**config.mk**
```make
export PLATFORM = sky130hd
export DESIGN_NAME = pcpi_div_multi
export DESIGN_NICKNAME = d
export VERILOG_FILES = /design/src/rtl/pcpi_div_pkg.sv /design/src/rtl/pcpi_div_step.sv /design/src/rtl/pcpi_div_multi.sv
export SDC_FILE = /design/constraint.sdc
export NUM_CORES = 1
export LEC_CHECK = 0
export BUFFER_PORTS_ARGS = -buffer_cell sky130_fd_sc_hd__buf_2
export CELL_PAD_IN_SITES_DETAIL_PLACEMENT = 0
export CELL_PAD_IN_SITES_GLOBAL_PLACEMENT = 2
export CORE_MARGIN = 1
export CORE_UTILIZATION = 41
export DETAILED_ROUTE_END_ITERATION = 8
export PLACE_DENSITY_LB_ADDON = 0.1
export SETUP_SLACK_MARGIN = 0.05
export SYNTH_ARGS = -nofsm -noshare
export SYNTH_HDL_FRONTEND = slang
export SYNTH_SLANG_ARGS = --single-unit
```
**constraint.sdc**
```tcl
create_clock -name clk -period 18.9 [get_ports clk]
set_input_delay 3.78 -clock clk [delete_from_list [all_inputs] [get_ports clk]]
set_output_delay 3.78 -clock clk [all_outputs]
set_load 0.005 [all_outputs]
```
**src/rtl/pcpi_div_pkg.sv**
```systemverilog
// Shared types and constants for the PCPI multi-step divider.
// Decode fields and the op/state encodings used by the top and the step datapath.
package pcpi_div_pkg;

    // The order matches funct3[1:0] of DIV/DIVU/REM/REMU.
    typedef enum logic [1:0] {
        OP_DIV  = 2'd0,
        OP_DIVU = 2'd1,
        OP_REM  = 2'd2,
        OP_REMU = 2'd3
    } div_op_e;

    typedef enum logic [1:0] {
        S_IDLE = 2'd0,
        S_LOAD = 2'd1,
        S_ITER = 2'd2,
        S_DONE = 2'd3
    } div_state_e;

    localparam logic [6:0] OPC_OP    = 7'h33;
    localparam logic [6:0] F7_MULDIV = 7'h01;
    localparam logic [2:0] F3_DIV    = 3'd4;
    localparam logic [2:0] F3_DIVU   = 3'd5;
    localparam logic [2:0] F3_REM    = 3'd6;
    localparam logic [2:0] F3_REMU   = 3'd7;

    function automatic logic op_is_signed(input div_op_e op);
        return (op == OP_DIV) || (op == OP_REM);
    endfunction

    function automatic logic op_is_div(input div_op_e op);
        return (op == OP_DIV) || (op == OP_DIVU);
    endfunction

endpackage

```
**src/rtl/pcpi_div_step.sv**
```systemverilog
// Combinational slice of a restoring divider: STEPS compare/subtract/shift steps, MSB first.
// The divisor is pre-aligned so its low XLEN bits are the value to subtract at each step.
module pcpi_div_step
    import pcpi_div_pkg::*;
#(
    parameter int XLEN  = 32,
    parameter int STEPS = 1
) (
    input  logic [XLEN-1:0]   i_dividend,
    input  logic [2*XLEN-2:0] i_divisor,
    input  logic [XLEN-1:0]   i_quotient,
    input  logic [XLEN-1:0]   i_mask,
    output logic [XLEN-1:0]   o_dividend,
    output logic [2*XLEN-2:0] o_divisor,
    output logic [XLEN-1:0]   o_quotient,
    output logic [XLEN-1:0]   o_mask
);

    logic [XLEN-1:0]   w_dvd;
    logic [2*XLEN-2:0] w_dsr;
    logic [XLEN-1:0]   w_quo;
    logic [XLEN-1:0]   w_msk;

    always_comb begin
        w_dvd = i_dividend;
        w_dsr = i_divisor;
        w_quo = i_quotient;
        w_msk = i_mask;
        for (int i = 0; i < STEPS; i++) begin
            // A fit implies the divisor's upper bits are zero, so an XLEN-bit subtract is exact.
            if (w_dsr <= {{(XLEN-1){1'b0}}, w_dvd}) begin
                w_dvd = w_dvd - w_dsr[XLEN-1:0];
                w_quo = w_quo | w_msk;
            end
            w_dsr = w_dsr >> 1;
            w_msk = w_msk >> 1;
        end
        o_dividend = w_dvd;
        o_divisor  = w_dsr;
        o_quotient = w_quo;
        o_mask     = w_msk;
    end

endmodule

```
**src/rtl/pcpi_div_multi.sv**
```systemverilog
// PCPI M-extension divider (DIV/DIVU/REM/REMU) retiring STEPS quotient bits per cycle,
// with single-cycle exits for divide-by-zero, signed overflow and a DIV/REM fusion cache.
module pcpi_div_multi
    import pcpi_div_pkg::*;
#(
    parameter int XLEN    = 32,
    parameter int STEPS   = 1,
    parameter int FUSE_EN = 1
) (
    input  logic            clk,
    input  logic            resetn,
    input  logic            pcpi_valid,
    input  logic [31:0]     pcpi_insn,
    input  logic [XLEN-1:0] pcpi_rs1,
    input  logic [XLEN-1:0] pcpi_rs2,
    output logic            pcpi_wr,
    output logic [XLEN-1:0] pcpi_rd,
    output logic            pcpi_wait,
    output logic            pcpi_ready
);

    localparam int NITER = XLEN / STEPS;
    localparam int CNT_W = $clog2(NITER + 1);
    localparam int DW    = 2 * XLEN - 1;
    localparam logic [XLEN-1:0] MIN_VAL = {1'b1, {(XLEN-1){1'b0}}};

    div_state_e        r_state;
    div_state_e        w_state_next;
    div_op_e           r_op;
    logic [XLEN-1:0]   r_dividend;
    logic [DW-1:0]     r_divisor;
    logic [XLEN-1:0]   r_quotient;
    logic [XLEN-1:0]   r_mask;
    logic [CNT_W-1:0]  r_count;
    logic              r_qsign;
    logic              r_rsign;
    logic [XLEN-1:0]   r_rs1;
    logic [XLEN-1:0]   r_rs2;

    logic              r_c_valid;
    logic              r_c_signed;
    logic [XLEN-1:0]   r_c_rs1;
    logic [XLEN-1:0]   r_c_rs2;
    logic [XLEN-1:0]   r_c_q;
    logic [XLEN-1:0]   r_c_r;

    logic              r_ready;
    logic              r_wait;
    logic [XLEN-1:0]   r_rd;
    logic              w_ready_next;
    logic              w_wait_next;
    logic [XLEN-1:0]   w_rd_next;

    logic              w_match;
    logic              w_accept;
    logic              w_unused_insn;
    logic              w_signed;
    logic              w_is_div;
    logic              w_rs1_neg;
    logic              w_rs2_neg;
    logic [XLEN-1:0]   w_abs1;
    logic [XLEN-1:0]   w_abs2;
    logic              w_rs2_zero;
    logic              w_ovf;
    logic              w_hit;
    logic              w_fast;
    logic [XLEN-1:0]   w_fast_rd;
    logic              w_last;
    logic              w_finish_iter;

    logic [XLEN-1:0]   w_dvd_step;
    logic [DW-1:0]     w_dsr_step;
    logic [XLEN-1:0]   w_quo_step;
    logic [XLEN-1:0]   w_msk_step;
    logic [XLEN-1:0]   w_q_corr;
    logic [XLEN-1:0]   w_r_corr;
    logic [XLEN-1:0]   w_iter_rd;

    // Register-number fields play no part in the result.
    assign w_unused_insn = ^{pcpi_insn[24:15], pcpi_insn[11:7]};

    assign w_match = (pcpi_insn[6:0] == OPC_OP) && (pcpi_insn[31:25] == F7_MULDIV) &&
                     ((pcpi_insn[14:12] == F3_DIV) || (pcpi_insn[14:12] == F3_DIVU) ||
                      (pcpi_insn[14:12] == F3_REM) || (pcpi_insn[14:12] == F3_REMU));
    assign w_accept = pcpi_valid && w_match && !r_ready;

    assign w_signed   = op_is_signed(r_op);
    assign w_is_div   = op_is_div(r_op);
    assign w_rs1_neg  = w_signed && pcpi_rs1[XLEN-1];
    assign w_rs2_neg  = w_signed && pcpi_rs2[XLEN-1];
    assign w_abs1     = w_rs1_neg ? -pcpi_rs1 : pcpi_rs1;
    assign w_abs2     = w_rs2_neg ? -pcpi_rs2 : pcpi_rs2;
    assign w_rs2_zero = (pcpi_rs2 == '0);
    assign w_ovf      = w_signed && (pcpi_rs1 == MIN_VAL) && (pcpi_rs2 == '1);
    assign w_hit      = (FUSE_EN != 0) && r_c_valid && (r_c_signed == w_signed) &&
                        (r_c_rs1 == pcpi_rs1) && (r_c_rs2 == pcpi_rs2);
    assign w_fast     = w_rs2_zero || w_ovf || w_hit;

    always_comb begin
        w_fast_rd = '0;
        if (w_rs2_zero) begin
            w_fast_rd = w_is_div ? '1 : pcpi_rs1;
        end else if (w_ovf) begin
            w_fast_rd = w_is_div ? MIN_VAL : '0;
        end else if (w_hit) begin
            w_fast_rd = w_is_div ? r_c_q : r_c_r;
        end
    end

    pcpi_div_step #(
        .XLEN  (XLEN),
        .STEPS (STEPS)
    ) u_step (
        .i_dividend (r_dividend),
        .i_divisor  (r_divisor),
        .i_quotient (r_quotient),
        .i_mask     (r_mask),
        .o_dividend (w_dvd_step),
        .o_divisor  (w_dsr_step),
        .o_quotient (w_quo_step),
        .o_mask     (w_msk_step)
    );

    assign w_q_corr      = r_qsign ? -w_quo_step : w_quo_step;
    assign w_r_corr      = r_rsign ? -w_dvd_step : w_dvd_step;
    assign w_iter_rd     = w_is_div ? w_q_corr : w_r_corr;
    assign w_last        = (r_count == CNT_W'(1));
    assign w_finish_iter = (r_state == S_ITER) && pcpi_valid && w_last;

    always_ff @(posedge clk) begin
        if (!resetn) begin
            r_state <= S_IDLE;
        end else begin
            r_state <= w_state_next;
        end
    end

    // Dropping pcpi_valid while busy abandons the operation silently.
    always_comb begin
        w_state_next = r_state;
        case (r_state)
            S_IDLE: if (w_accept) w_state_next = S_LOAD;
            S_LOAD: begin
                if (!pcpi_valid)  w_state_next = S_IDLE;
                else if (w_fast)  w_state_next = S_DONE;
                else              w_state_next = S_ITER;
            end
            S_ITER: begin
                if (!pcpi_valid)  w_state_next = S_IDLE;
                else if (w_last)  w_state_next = S_DONE;
            end
            S_DONE:  w_state_next = S_IDLE;
            default: w_state_next = S_IDLE;
        endcase
    end

    always_comb begin
        w_ready_next = (w_state_next == S_DONE);
        w_wait_next  = (w_state_next == S_LOAD) || (w_state_next == S_ITER);
        w_rd_next    = '0;
        if (w_state_next == S_DONE) begin
            w_rd_next = (r_state == S_LOAD) ? w_fast_rd : w_iter_rd;
        end
    end

    always_ff @(posedge clk) begin
        if (!resetn) begin
            r_ready <= 1'b0;
            r_wait  <= 1'b0;
            r_rd    <= '0;
        end else begin
            r_ready <= w_ready_next;
            r_wait  <= w_wait_next;
            r_rd    <= w_rd_next;
        end
    end

    assign pcpi_ready = r_ready;
    assign pcpi_wr    = r_ready;
    assign pcpi_wait  = r_wait;
    assign pcpi_rd    = r_rd;

    always_ff @(posedge clk) begin
        case (r_state)
            S_IDLE: begin
                if (w_accept) r_op <= div_op_e'(pcpi_insn[13:12]);
            end
            S_LOAD: begin
                r_rs1      <= pcpi_rs1;
                r_rs2      <= pcpi_rs2;
                r_dividend <= w_abs1;
                r_divisor  <= {w_abs2, {(XLEN-1){1'b0}}};
                r_quotient <= '0;
                r_mask     <= MIN_VAL;
                r_count    <= CNT_W'(NITER);
                r_qsign    <= (w_rs1_neg ^ w_rs2_neg) && !w_rs2_zero;
                r_rsign    <= w_rs1_neg;
            end
            S_ITER: begin
                r_dividend <= w_dvd_step;
                r_divisor  <= w_dsr_step;
                r_quotient <= w_quo_step;
                r_mask     <= w_msk_step;
                r_count    <= r_count - CNT_W'(1);
            end
            default: ;
        endcase
    end

    // Both signed-corrected halves are kept so a following DIV/REM twin completes in one step.
    always_ff @(posedge clk) begin
        if (w_finish_iter) begin
            r_c_rs1    <= r_rs1;
            r_c_rs2    <= r_rs2;
            r_c_signed <= w_signed;
            r_c_q      <= w_q_corr;
            r_c_r      <= w_r_corr;
        end
    end

    always_ff @(posedge clk) begin
        if (!resetn) begin
            r_c_valid <= 1'b0;
        end else if (w_finish_iter && (FUSE_EN != 0)) begin
            r_c_valid <= 1'b1;
        end
    end

endmodule

```
==> results.yml, run 1 <==
status:
  status: "complete, no violations"
setup_path:
  r2r-end: "pcpi_rd[22]$_SDFF_PN0_"
  crit_slowest_cell: "nor4_1"
  r2r.worst_path.cells: 19
  r2r-start: "r_dividend[4]$_DFFE_PP_"
  cp_max_fo: 22
  worst-path-buf-inv: 3
  setup.worst_path.end_class: "flop"
  cp.depth: 18
  critPathLaunchType: "primary input"
  rrSetupSlack_ns: 11.73
  arrival_ns: 8.68
  critPathMaxStageDelay_ns: 0.66
  required_ns: 19.39
  crit_type: "in2reg"
  crit_end: "pcpi_rd[31]$_SDFF_PN0_"
  cp_cell_sequence: "buf_2 > or4_1 > nor4_1 > nand4_1 > nor3_1 > o31ai_1 > o21ai_0 > a211oi_1 > a21oi_1 > ha_1 > nand2_1 > buf_4 > inv_1 > nand2_1 > o21bai_1 > nor4_1 > nor3_1 > o22ai_1"
  path_delay_family: "simple AND/OR/NAND/NOR gates"
  cp-startpoint: "pcpi_rs1[6]"
synthesis:
  synthCells: 2280
  synth_top_area_share_pct: 47.1
  synth_edf_count: 362
  ys_ff_latch: 399
  postSynth.asyncResetShare_pct: 0
  synth.distinct_cells: 98
  syn_area_per_cell_sq_um: 10.1
  synth.most_common_cell: "edfxtp_1"
  synthesis.area_sq_um: 23100
  synth_warnings: 0
  yosys.area.top_type: "edfxtp_1"
  synth_nets: 2455
  synth_common_cells: "edfxtp_1 (362), nor2_1 (209), a21oi_1 (193)"
  synth_top_flop_cell: "edfxtp_1"
  yosys-top-cells-area: "edfxtp_1 (47%), a21oi_1 (4.2%), xnor2_1 (4.2%)"
  seq_area_frac_synth_pct: 50.3
sta:
  finalHoldViolations: 0
  min_period_ns: 8.19
  max_freq_mhz: 122
  period_share_pct: 43.3
  setup_viol: 0
  max-slew-margin-rel_pct: 25.0
  fin_setup_tns_ns: 0
  tightest_slew_ns: 1.13
  slew_violations: 0
  fin_skew_ns: 0.0137
  grt_setup_unrepaired: "no"
  layout_setup_ws_ns: 10.71
hold_path:
  hp-class: "reg2reg"
layout:
  drive_gt1_share_pct: 11.4
  multi_input_area_sq_um: 10600
  fin_area_sq_um: 25900
  fin_nets: 2524
  final_util_pct: 46.8
  final-seq-area_sq_um: 11600
  n_fill_cell: 5296
  area_growth_syn_to_layout_pct: 12.2
place:
  portBuffers: 118
  placed_cell_area_sq_um: 24300
  dpl_worst_slack_ns: 10.20
  gp_congestion: 0.903
  hpwl_mm: 54.7
route:
  drtPass1Iterations: 5
  post_drt_wl_per_cell_microns: 24.4
  ant_nets: 0
  vias: 18300
  route.detailed.drc: 0
  drt-vias-per-instance: 5.83
  drtIter0Drc: 1571
  postRouteWirelength_mm: 76.5
floorplan:
  die_y_microns: 239
  floorplan.initialDensity_pct: 41.7
  core_sq_um: 55300
  die_w_microns: 239
  std_cell_rows: 86
  pin_count: 134
  dieArea_sq_um: 57200
clock_network:
  post_cts_resized: 0
  insertion_delay_ns: 0.58
  cts.htree.levels: 2
  cts_max_path_buffers: 3
  cts.sinks: 399
  post-cts-setup-buffers: 0
  ctsRootBufferMaster: "clkbuf_16"
  cts_buffers: 47
  hold_buffers: 0
  clkTransAtPathRegs_ns: 0.06
  cts_tree: "done"
global_route:
  grt_max_degree: 107
  track_usage_pct: 26.6
  antenna_found_initial: 0
  grt_pass1_vias: 17500
  overflow: 0
  grt_pass1_wl_mm: 113
pwr:
  clockPowerShare_pct: 39.4
  power_density_nw_per_um2: 90.4
  peakVddDrop_mv: 0.0611
  p_sw_mw: 0.657
  internal_power_mw: 1.68
  p_seq_share_pct: 45.0
  p_leak_nw: 9.09
  swShare_pct: 28.1
  combPwrFrac_pct: 15.6
  total_power_mw: 2.34
job:
  max_cap_viol_count: 0
-- worst min-delay path by stage --
stage / startpoint / slack (ns) / end / depth (start not counted)
after floorplan: r_rs1[0]$_DFFE_PP_ / 0.40 / r_c_rs1[0]$_DFFE_PP_ / 0
after global placement: r_rs2[31]$_DFFE_PP_ / 0.40 / r_c_rs2[31]$_DFFE_PP_ / 0
after detailed placement: r_rs1[19]$_DFFE_PP_ / 0.40 / r_c_rs1[19]$_DFFE_PP_ / 0
after CTS: r_rs1[27]$_DFFE_PP_ / 0.42 / r_c_rs1[27]$_DFFE_PP_ / 0
after global routing: r_rs2[21]$_DFFE_PP_ / 0.42 / r_c_rs2[21]$_DFFE_PP_ / 0
final: r_rs1[27]$_DFFE_PP_ / 0.42 / r_c_rs1[27]$_DFFE_PP_ / 0
-- area by class of cell --
class	count	share of cell area [%]
clock inverters	24	0.856
clock buffers	63	5.14
inverters	103	1.50
well taps	748	3.62
multi-input cells	1656	41.0
diodes	1	0.00967
repair buffers	142	2.98
flip-flops and latches	399	44.9
-- layout by cell type, fill, tap and decap left out, types with 18 or more instances in the layout --
cell,n
o21ai_0,157
a211oi_1,31
inv_1,100
or3_1,32
edfxtp_1,362
o31ai_1,28
a21oi_1,193
nand4_1,48
xnor2_1,110
ha_1,72
nand2b_1,34
and2_1,40
a31oi_1,27
buf_4,24
nor4_1,49
a21o_1,18
dfxtp_1,37
xor2_1,82
nand3_1,45
nand2_1,181
buf_2,118
nor3_1,39
clkbuf_16,50
nor2_1,208
-- worst reg2reg max path, stage by stage (launching register included) --
cell and delay [ns]:
edfxtp_1 0.44, inv_1 0.10, ha_1 0.47, nand2_1 0.26, nor4_1 0.31, nand4_1 0.51
o211a_1 0.39, o21a_2 0.24, nor2_4 0.86, nor2_1 0.11, a21oi_1 0.33, ha_1 0.32
nand2_1 0.08, and4b_1 0.33, or4b_4 0.52, o31a_1 0.30, o41ai_1 0.41, xor2_1 0.41
a21oi_1 0.14, a211oi_1 0.49
-- routing by layer --
metal	vias up	wire (microns)	share of wire, %	GRT usage [%]
met1	9000	36400	48	38.9
met3	91	4130	5.4	3.55
met5	-	0	0	0
li1	8591	-	-	-
met2	596	34000	44	40.8
met4	0	2010	2.6	7.77
-- flip-flops by register name (all words and copies together), names as in the netlist --
name / count
pcpi_rd: 32
pcpi_ready: 1
pcpi_wait: 1
r_c_q: 32
r_c_r: 32
r_c_rs1: 32
r_c_rs2: 32
r_c_signed: 1
r_c_valid: 1
r_count: 6
r_dividend: 32
r_divisor: 63
r_mask: 32
r_op: 2
r_qsign: 1
r_quotient: 32
r_rs1: 32
r_rs2: 32
r_rsign: 1
r_state: 2
-- power groups by stage --
stage / registers [mW] / clock network (mW) / logic, mW
final: 1.05 / 0.922 / 0.365
after detailed placement: 1.07 / 0 / 0.359
after CTS: 1.05 / 0.939 / 0.362
after floorplan: 1.06 / 0 / 0.233
after global routing: 1.06 / 0.968 / 0.397
after global placement: 1.07 / 0 / 0.357
-- stage by stage --
step / std cells / hold slack, ns
6_report: 3136 / 0.416
5_1_grt: 3135 / 0.422
4_1_cts: 3135 / 0.415
3_5_place_dp: 3048 / 0.405
3_3_place_gp: 3048 / 0.400
2_1_floorplan: 2280 / 0.400
-- cell families (layout without fill, tap and decap cells) --
kind of cell             count (synthesis)  after routing  share of synthesized area [%]
buffers and inverters                  225            332                           3.85
AO/OA/AOI/OAI                          606            606                           16.7
AND/OR/NAND/NOR                        756            756                           16.4
flip-flops                             399            399                           50.3
adder cells (fa/ha/maj)                 76             76                           4.16
multiplexers                            26             26                           1.20
other                                    0              1                              0
XOR/XNOR                               192            192                           7.29
Note: power is estimated with default switching activity, not from simulation.
==> run 2, diff against run 1 <==
CORE_UTILIZATION = 37   (was 41)
clock period = 6.75 ns   (was 18.9 ns; I/O delays follow)
==> run 2 against run 1 <==
Against the previous run:
- clock skew rose by 0.0064 ns
- worst hold slack got worse by 0.0026 ns
- sequential cell count did not move
- count of clock-buffer cells in the layout rose by 1
- cell count rose by 3.0%
- total power rose to 2.8 times the previous value
- first-iteration DRC count fell by 12%
- non-clock buffer count rose by 7
- critical path type is now reg2reg
- critical path depth rose by 1
- sequential power rose to 2.8 times the previous value
==> results.yml, run 2 (synthesis gave the netlist of run 1 again) <==
status:
  status: "complete, no violations"
clock_network:
  cts.htree.levels: 2
  post_cts_resized: 0
  clkTransAtPathRegs_ns: 0.06
  cts_tree: "done"
  insertion_delay_ns: 0.59
  ctsRootBufferMaster: "clkbuf_16"
  hold_buffers: 0
  post-cts-setup-buffers: 0
  cts.sinks: 399
  cts_buffers: 47
  cts_max_path_buffers: 3
sta:
  slew_violations: 0
  fin_skew_ns: 0.0201
  period_share_pct: 89.4
  min_period_ns: 6.03
  setup_viol: 0
  grt_setup_unrepaired: "no"
  tightest_slew_ns: 1.05
  max_freq_mhz: 166
  hold-worst-slack_ns: 0.413
  finalHoldViolations: 0
  fin_setup_tns_ns: 0
  max-slew-margin-rel_pct: 29.3
route:
  drtIter0Drc: 1386
  vias: 18200
  post_drt_wl_per_cell_microns: 24.3
  postRouteWirelength_mm: 78.6
  ant_nets: 0
  drt-vias-per-instance: 5.63
  route.detailed.drc: 0
  drtPass1Iterations: 5
layout:
  fin_cells: 3231
  antennaDiodeCount: 0
  fin_nets: 2531
  drive_gt1_share_pct: 11.7
  final_util_pct: 42.3
  mostFrequentLayoutCell: "edfxtp_1"
  mostFrequentLayoutCells: "edfxtp_1 (362), nor2_1 (208), a21oi_1 (193)"
  regMostFlops: "r_divisor"
  largest_reg_flops: 63
  area_growth_syn_to_layout_pct: 12.9
place:
  portBuffers: 118
  hpwl_mm: 57.3
  gp_congestion: 0.893
  dp.cells: 3144
setup_path:
  setup.worst_path.end_class: "flop"
  r2r-start: "r_dividend[17]$_DFFE_PP_"
  required_ns: 7.23
  critPathLaunchType: "flop"
  critPathMaxStageDelay_ns: 0.58
  crit_type: "reg2reg"
  r2r-end: "pcpi_rd[30]$_SDFF_PN0_"
  r2r.worst_path.cells: 19
  rrSetupSlack_ns: 0.72
  cp_max_fo: 13
  cp_cell_sequence: "inv_1 > ha_1 > and4_4 > nor2b_1 > a221o_1 > or3_4 > o21a_2 > nor2_4 > nor2_1 > a21oi_1 > ha_1 > nand2_1 > and4b_1 > or4b_4 > o31ai_4 > nand3_1 > or4b_4 > mux2_4 > o311a_1"
  arrival_ns: 6.51
  crit_slowest_cell: "or4b_4"
global_route:
  antenna_found_initial: 3
  grt_max_degree: 133
  overflow: 0
  grt_pass1_vias: 17700
  track_usage_pct: 24.7
  grt_pass1_wl_mm: 118
hold_path:
  min_from: "r_rs1[3]$_DFFE_PP_"
  whs_endpoint: "r_c_rs1[3]$_DFFE_PP_"
  hp-class: "reg2reg"
  hold_path_depth: 0
floorplan:
  dieArea_sq_um: 63300
  die_w_microns: 252
  pin_count: 134
  floorplan.initialDensity_pct: 37.4
  die_y_microns: 252
  core_sq_um: 61600
  std_cell_rows: 91
job:
  max_cap_viol_count: 0
pwr:
  power_density_nw_per_um2: 251
  total_power_mw: 6.53
  p_leak_nw: 9.11
  peakVddDrop_mv: 0.181
-- run 2: stage by stage --
| stage | setup slack (ns) | cell area (sq um) |
|---|---|---|
| 5_1_grt | 0.442 | 26000 |
| 6_report | 0.717 | 26000 |
| 2_1_floorplan | -0.137 | 23100 |
| 3_3_place_gp | 0.686 | 24500 |
| 3_5_place_dp | 0.718 | 24500 |
| 4_1_cts | 0.678 | 26000 |
-- run 2: layout make-up --
class	count	area, sq um
clock buffer	64	1310
clock inverter	23	206
inverter	103	388
tap	837	1050
multi-input combinational	1656	10600
fill	6010	35600
timing repair buffer	149	848
sequential	399	11600
-- run 2: critical path: cells and delay by family, from the launching register on --
kind | cells | cell delay [ns]
flip-flops | 1 | 0.45
multiplexers | 1 | 0.31
buffers and inverters | 1 | 0.07
AO/OA/AOI/OAI | 5 | 1.34
adder cells (fa/ha/maj) | 2 | 0.80
AND/OR/NAND/NOR | 10 | 2.92
-- run 2: where the power goes --
part	switching (mW)	leakage, nW	internal (mW)
clock network	1.08	0.748	1.48
registers	0.0787	3.59	2.86
logic	0.711	4.78	0.314
total	1.87	9.11	4.66
-- run 2: worst max-delay path by stage --
stage / start / to
floorplan: pcpi_valid / pcpi_rd[31]$_SDFF_PN0_
global placement: r_divisor[31]$_DFFE_PP_ / pcpi_rd[30]$_SDFF_PN0_
detailed placement: r_divisor[31]$_DFFE_PP_ / pcpi_rd[30]$_SDFF_PN0_
CTS: r_divisor[31]$_DFFE_PP_ / pcpi_rd[30]$_SDFF_PN0_
global route: r_dividend[17]$_DFFE_PP_ / pcpi_rd[30]$_SDFF_PN0_
finish: r_dividend[17]$_DFFE_PP_ / pcpi_rd[30]$_SDFF_PN0_
-- run 2: per-layer routing --
metal	vias to the layer above	track usage (%)	routed length, microns
met4	0	7.47	2250
li1	8583	-	-
met2	518	37.6	34700
met5	-	0	0
met1	8985	36.8	37800
met3	98	2.67	3830
